File: config.mk
export PLATFORM = sky130hd
export DESIGN_NAME = tx_readout_sequencer_flat
export DESIGN_NICKNAME = d
export VERILOG_FILES = /design/src/rtl/tx_readout_sequencer_if.sv /design/src/rtl/tx_readout_sequencer.sv /design/src/flat_wrapper.sv
export SDC_FILE = /design/constraint.sdc
export NUM_CORES = 1
export LEC_CHECK = 0
export CAP_MARGIN = 15
export CELL_PAD_IN_SITES_DETAIL_PLACEMENT = 0
export CELL_PAD_IN_SITES_GLOBAL_PLACEMENT = 1
export CORE_ASPECT_RATIO = 0.6
export CORE_MARGIN = 4
export CORE_UTILIZATION = 40
export DETAILED_ROUTE_END_ITERATION = 8
export GPL_ROUTABILITY_DRIVEN = 0
export PLACE_DENSITY = 0.87
export SLEW_MARGIN = 30
export SYNTH_ARGS = -nofsm -noshare
export SYNTH_HDL_FRONTEND = slang
export SYNTH_SLANG_ARGS = --single-unit
File: constraint.sdc
create_clock -name clk -period 5.8 [get_ports clk]
set_clock_uncertainty 0.2 [all_clocks]
set_input_delay 1.16 -clock clk [delete_from_list [all_inputs] [get_ports clk]]
set_output_delay 1.16 -clock clk [all_outputs]
set_load 0.03 [all_outputs]
File: src/rtl/tx_readout_sequencer_if.sv
// Bus bundle between the L1A alignment logic and the readout sequencer.
// The master side drives the strobes; the slave side is the sequencer.
interface tx_readout_sequencer_if #(
   parameter int N_ADC   = 2,
   parameter int EVT_W   = 16,
   parameter int Q_DEPTH = 4,
   parameter int ERR_W   = 8
);
   localparam int PEND_W = $clog2(Q_DEPTH + 1);

   logic               L1A_Align;
   logic               need_read;
   logic               one_adc_finish_read;
   logic               err_clear;
   logic [N_ADC-1:0]   start_read;
   logic               busy;
   logic [PEND_W-1:0]  pending;
   logic [EVT_W-1:0]   evt_tx;
   logic [2:0]         error;
   logic [ERR_W-1:0]   err_cnt;
   // FSM state for checkers: 0 = IDLE, 1 = READ
   logic               dbg_state;

   modport master (
      output L1A_Align, need_read, one_adc_finish_read, err_clear,
      input  start_read, busy, pending, evt_tx, error, err_cnt, dbg_state
   );

   modport slave (
      input  L1A_Align, need_read, one_adc_finish_read, err_clear,
      output start_read, busy, pending, evt_tx, error, err_cnt, dbg_state
   );
endinterface

File: src/rtl/tx_readout_sequencer.sv
// Queues L1A events that carry data and walks a one-hot read enable across
// N_ADC readers per event, with sticky error flags and a saturating counter.
module tx_readout_sequencer #(
   parameter int N_ADC   = 2,
   parameter int EVT_W   = 16,
   parameter int Q_DEPTH = 4,
   parameter int ERR_W   = 8
) (
   input  logic                  clk,
   input  logic                  reset,
   tx_readout_sequencer_if.slave bus
);
   localparam int PEND_W = $clog2(Q_DEPTH + 1);
   localparam logic [ERR_W-1:0]  ERR_MAX = '1;
   localparam logic [PEND_W-1:0] PEND_FULL = PEND_W'(Q_DEPTH);

   typedef enum logic {S_IDLE = 1'b0, S_READ = 1'b1} state_t;

   state_t             r_state, w_state_nx;
   logic [N_ADC-1:0]   r_start_read, w_start_read_nx;
   logic [PEND_W-1:0]  r_pending, w_pending_nx;
   logic [EVT_W-1:0]   r_evt_tx, w_evt_tx_nx;
   logic [2:0]         r_error, w_error_nx;
   logic [ERR_W-1:0]   r_err_cnt, w_err_cnt_nx;

   logic               w_pop, w_push_req, w_accept;
   logic [2:0]         w_err_new;
   logic [1:0]         w_inc;
   logic [ERR_W-1:0]   w_cnt_base;
   logic [ERR_W+1:0]   w_cnt_sum;

   // Queue intake and error detection, independent of the FSM
   always_comb begin
      w_pop      = (r_state == S_IDLE) && (r_pending != '0);
      w_push_req = bus.L1A_Align && bus.need_read;
      w_accept   = w_push_req && ((r_pending != PEND_FULL) || w_pop);
      w_err_new    = 3'b000;
      w_err_new[0] = bus.L1A_Align && !bus.need_read;
      w_err_new[1] = w_push_req && !w_accept;
      w_err_new[2] = bus.one_adc_finish_read && (r_state == S_IDLE);
      w_inc = {1'b0, w_err_new[0]} + {1'b0, w_err_new[1]} + {1'b0, w_err_new[2]};

      w_pending_nx = r_pending;
      if (w_accept && !w_pop)      w_pending_nx = r_pending + PEND_W'(1);
      else if (!w_accept && w_pop) w_pending_nx = r_pending - PEND_W'(1);

      // Same-cycle errors survive a clear
      w_cnt_base = bus.err_clear ? '0 : r_err_cnt;
      w_cnt_sum  = {2'b00, w_cnt_base} + {{ERR_W{1'b0}}, w_inc};
      w_err_cnt_nx = (w_cnt_sum > {2'b00, ERR_MAX}) ? ERR_MAX : w_cnt_sum[ERR_W-1:0];
      w_error_nx   = (bus.err_clear ? 3'b000 : r_error) | w_err_new;
   end

   // Read sequencing FSM
   always_comb begin
      w_state_nx      = r_state;
      w_start_read_nx = r_start_read;
      w_evt_tx_nx     = r_evt_tx;
      case (r_state)
         S_IDLE: begin
            if (w_pop) begin
               w_start_read_nx = N_ADC'(1);
               w_state_nx      = S_READ;
            end
         end
         S_READ: begin
            if (bus.one_adc_finish_read) begin
               if (r_start_read[N_ADC-1]) begin
                  w_start_read_nx = '0;
                  w_evt_tx_nx     = r_evt_tx + EVT_W'(1);
                  w_state_nx      = S_IDLE;
               end else begin
                  w_start_read_nx = r_start_read << 1;
               end
            end
         end
         default: w_state_nx = S_IDLE;
      endcase
   end

   always_ff @(posedge clk or posedge reset) begin
      if (reset) begin
         r_state      <= S_IDLE;
         r_start_read <= '0;
         r_pending    <= '0;
         r_evt_tx     <= '0;
         r_error      <= '0;
         r_err_cnt    <= '0;
      end else begin
         r_state      <= w_state_nx;
         r_start_read <= w_start_read_nx;
         r_pending    <= w_pending_nx;
         r_evt_tx     <= w_evt_tx_nx;
         r_error      <= w_error_nx;
         r_err_cnt    <= w_err_cnt_nx;
      end
   end

   assign bus.start_read = r_start_read;
   assign bus.busy       = (r_state == S_READ);
   assign bus.pending    = r_pending;
   assign bus.evt_tx     = r_evt_tx;
   assign bus.error      = r_error;
   assign bus.err_cnt    = r_err_cnt;
   assign bus.dbg_state  = r_state;
endmodule

File: src/flat_wrapper.sv
// flat-port wrapper written by rule: the top's interface ports become plain ports
module tx_readout_sequencer_flat 
#(
   parameter int N_ADC   = 2,
   parameter int EVT_W   = 16,
   parameter int Q_DEPTH = 4,
   parameter int ERR_W   = 8
)
  (clk, reset, bus_L1A_Align, bus_need_read, bus_one_adc_finish_read, bus_err_clear, bus_start_read, bus_busy, bus_pending, bus_evt_tx, bus_error, bus_err_cnt, bus_dbg_state);
  tx_readout_sequencer_if #(.N_ADC(N_ADC), .EVT_W(EVT_W), .Q_DEPTH(Q_DEPTH), .ERR_W(ERR_W)) bus_i ();
  input  logic clk;
  input  logic reset;
  input wire logic [$bits(bus_i.L1A_Align)-1:0] bus_L1A_Align;
  input wire logic [$bits(bus_i.need_read)-1:0] bus_need_read;
  input wire logic [$bits(bus_i.one_adc_finish_read)-1:0] bus_one_adc_finish_read;
  input wire logic [$bits(bus_i.err_clear)-1:0] bus_err_clear;
  output wire logic [$bits(bus_i.start_read)-1:0] bus_start_read;
  output wire logic [$bits(bus_i.busy)-1:0] bus_busy;
  output wire logic [$bits(bus_i.pending)-1:0] bus_pending;
  output wire logic [$bits(bus_i.evt_tx)-1:0] bus_evt_tx;
  output wire logic [$bits(bus_i.error)-1:0] bus_error;
  output wire logic [$bits(bus_i.err_cnt)-1:0] bus_err_cnt;
  output wire logic [$bits(bus_i.dbg_state)-1:0] bus_dbg_state;
  assign bus_i.L1A_Align = bus_L1A_Align;
  assign bus_i.need_read = bus_need_read;
  assign bus_i.one_adc_finish_read = bus_one_adc_finish_read;
  assign bus_i.err_clear = bus_err_clear;
  assign bus_start_read = bus_i.start_read;
  assign bus_busy = bus_i.busy;
  assign bus_pending = bus_i.pending;
  assign bus_evt_tx = bus_i.evt_tx;
  assign bus_error = bus_i.error;
  assign bus_err_cnt = bus_i.err_cnt;
  assign bus_dbg_state = bus_i.dbg_state;
  tx_readout_sequencer #(.N_ADC(N_ADC), .EVT_W(EVT_W), .Q_DEPTH(Q_DEPTH), .ERR_W(ERR_W)) u_core (.clk(clk), .reset(reset), .bus(bus_i));
endmodule
==> flow_metrics.tcl <==
set metrics [dict create \
    status "finished, final reports clean" \
    cts_hold_buf 0 \
    grt_usage_pct 15.1 \
    setup_viol_count_final 0 \
    die_h_um 57.1 \
    ys_seq_elements 33 \
    wirelength_um 3540 \
    post_cts_buffers 0 \
    dr.pass1.iters 4 \
    ys_top_cells_by_area "dfrtp_1, xnor2_1, xor2_1" \
    cp.required_ps 5760 \
    syn_inst 148 \
    hold_violations 0 \
    numCtsBuffers 5 \
    post-route-period-util_pct 62.3 \
    r2r_end "u_core.bus.err_cnt[6]$_DFF_PP0_" \
    portBuffers 39 \
    drtIter0Drc 45 \
    synthesis.nets 161 \
    final_cells 241 \
    clk_latency_ps 280 \
    r2r_cells 7 \
    drv_cap 0 \
    syn_area_per_cell_um2 10.9 \
    ys_warn_count 0 \
    vdd.ir_drop.worst_mv 0.223 \
    placed_cells 233 \
    grt_pass1_vias 1307 \
    ios 40 \
    synth.distinct_cells 27 \
    drc 0 \
    cts_tree "yes" \
    syn_area_mm2 0.00161 \
    rr_startpoint "u_core.bus.busy$_DFF_PP0_" \
    clk_pin_slew_ps 70 \
    yosys.area.top_type "dfrtp_1" \
    grt_overflow 0 \
    fmax_mhz 277 \
    min_period_ps 3610 \
    hold_path_end "u_core.bus.evt_tx[15]$_DFFE_PP0P_" \
    cts-root-buf "clkbuf_8" \
    fin_setup_tns_ps 0 \
    n_antenna_cell 0 \
    powerDensity_mw_per_mm2 364 \
    critPathCaptureType "register" \
    dp_hpwl_um 2670 \
    dp_slack_ps 1930 \
    critical_path_peak_fanout 8 \
    antenna_found_initial 0 \
    wl_per_cell_um 14.7 \
    hold_slack_ps 283 \
    maxSlewViolCount 0 \
    ys.flop_type "dfrtp_1" \
    slew_headroom_pct 72.3 \
    setup_ws_ps 2190 \
    crit_path_start_kind "primary input" \
    rows 17 \
    synth_top_area_share_pct 51.3 \
    drive_above_1_share_pct 7.22 \
    start_util_pct 42.7 \
    yosysMostFrequentCell "dfrtp_1" \
    async_flop_share_pct 100 \
    rrSetupSlack_ps 3150 \
    fin_util_pct 57.2 \
    coreArea_mm2 0.00376 \
    synth_common_cells "dfrtp_1, nand2_1, xnor2_1" \
    leakagePower_nw 1.02 \
    rsz0062_at_grt "false" \
    synth-edff-count 0 \
    grt_pass1_wl_um 6180 \
    die_area_mm2 0.00513 \
    htreeDepth 2 \
    areaGrowthSynthToFinish_pct 33.7 \
    grt_max_degree 34 \
    seq_area_frac_synth_pct 51.3 \
    clock_sinks 33 \
    ant_nets 0 \
    hold-path-cell-count 1 \
    worst_pin_slew_ps 416 \
    die_w_um 89.9 \
    num_vias 1249 \
    viasPerCell 5.18 \
    critPathArrivalTime_ps 3570 \
    final_nets 206 \
    clk_path_buf_depth 2 \
    setup.worst_path.class "in2reg" \
    cts_resized 0 \
    worstHoldPathType "reg2reg" \
    hp-start "u_core.bus.evt_tx[15]$_DFFE_PP0P_" \
]
where the power goes:
part	internal (W)	switching [W]	total, W
Clock	0.000107	0.0000831	0.000190
Sequential	0.000269	0.0000534	0.000322
Combinational	0.000120	0.000151	0.000271
cells in the final DEF, fill, tap and decap left out, types with 2 or more instances in the layout:
cell             instances
xnor2_1                 11
fa_1                     3
clkdlybuf4s50_1         39
ha_1                     4
a21o_1                   4
nor4_4                   2
and3_1                   4
inv_1                    7
nor2_1                   9
nand4_1                  6
nand2b_1                 3
a31oi_1                  2
nor3_1                   6
clkbuf_8                 7
a21oi_1                  6
nand3_1                  9
nor2b_1                  5
nand2_1                 16
dfrtp_1                 33
xor2_1                   8
cells by family (layout without fill, tap and decap cells):
family                   count (synthesis)  after routing  share of synthesized area [%]
AND/OR/NAND/NOR                         65             65                           22.9
flip-flops                              33             33                           51.3
XOR/XNOR                                19             19                           10.3
AO/OA/AOI/OAI                           14             14                           5.37
buffers and inverters                    9             55                           2.57
adder cells (fa/ha/maj)                  7              7                           6.84
multiplexers                             1              1                          0.700
per-layer routing:
metal  wire length, um  GRT usage [%]  vias to the layer above
li1                  -              -                      593
met1              1610           19.5                      616
met2              1690           23.6                       38
met3               221           5.80                        2
met4                 7           5.45                        0
met5                 0              0                        -
cell type report:
class	instances	area, um^2
fillers	306	1610
flip-flops and latches	33	826
multi-input cells	106	742
repair buffers	40	398
clock buffers	7	96.3
well taps	47	58.8
inverters	7	26.3
clock inverters	1	5.00
worst max path at each step:
stage                                  startpoint                              end  slack (ps)  cells past startpoint
after global placement    bus_one_adc_finish_read  u_core.bus.err_cnt[6]$_DFF_PP0_        1990                      8
after global routing                bus_err_clear  u_core.bus.err_cnt[6]$_DFF_PP0_        2030                      8
after floorplan                     bus_L1A_Align  u_core.bus.err_cnt[6]$_DFF_PP0_        2640                      7
final                               bus_err_clear  u_core.bus.err_cnt[6]$_DFF_PP0_        2190                      8
after detailed placement  bus_one_adc_finish_read  u_core.bus.err_cnt[6]$_DFF_PP0_        1930                      8
after CTS                           bus_err_clear  u_core.bus.err_cnt[6]$_DFF_PP0_        2220                      8
sequential cells by signal (all words and copies together) (netlist names):
| signal | count |
|---|---|
| u_core.bus.error | 3 |
| u_core.bus.busy | 1 |
| u_core.bus.evt_tx | 16 |
| u_core.bus.pending | 3 |
| u_core.bus.start_read | 2 |
| u_core.bus.err_cnt | 8 |
critical path, stage by stage:
cell	delay (ps)
clkdlybuf4s50_1	630
nor2b_1	120
fa_1	550
ha_1	190
fa_1	280
nand3_1	160
nor4b_1	390
nor3_1	90
stage by stage:
step                power (W)  area [um^2]
floorplan            0.000482         1610
global placement     0.000588         2050
detailed placement   0.000598         2050
CTS                  0.000792         2150
global route         0.000828         2150
finish               0.000783         2150
(Power assumes the default switching activity.)
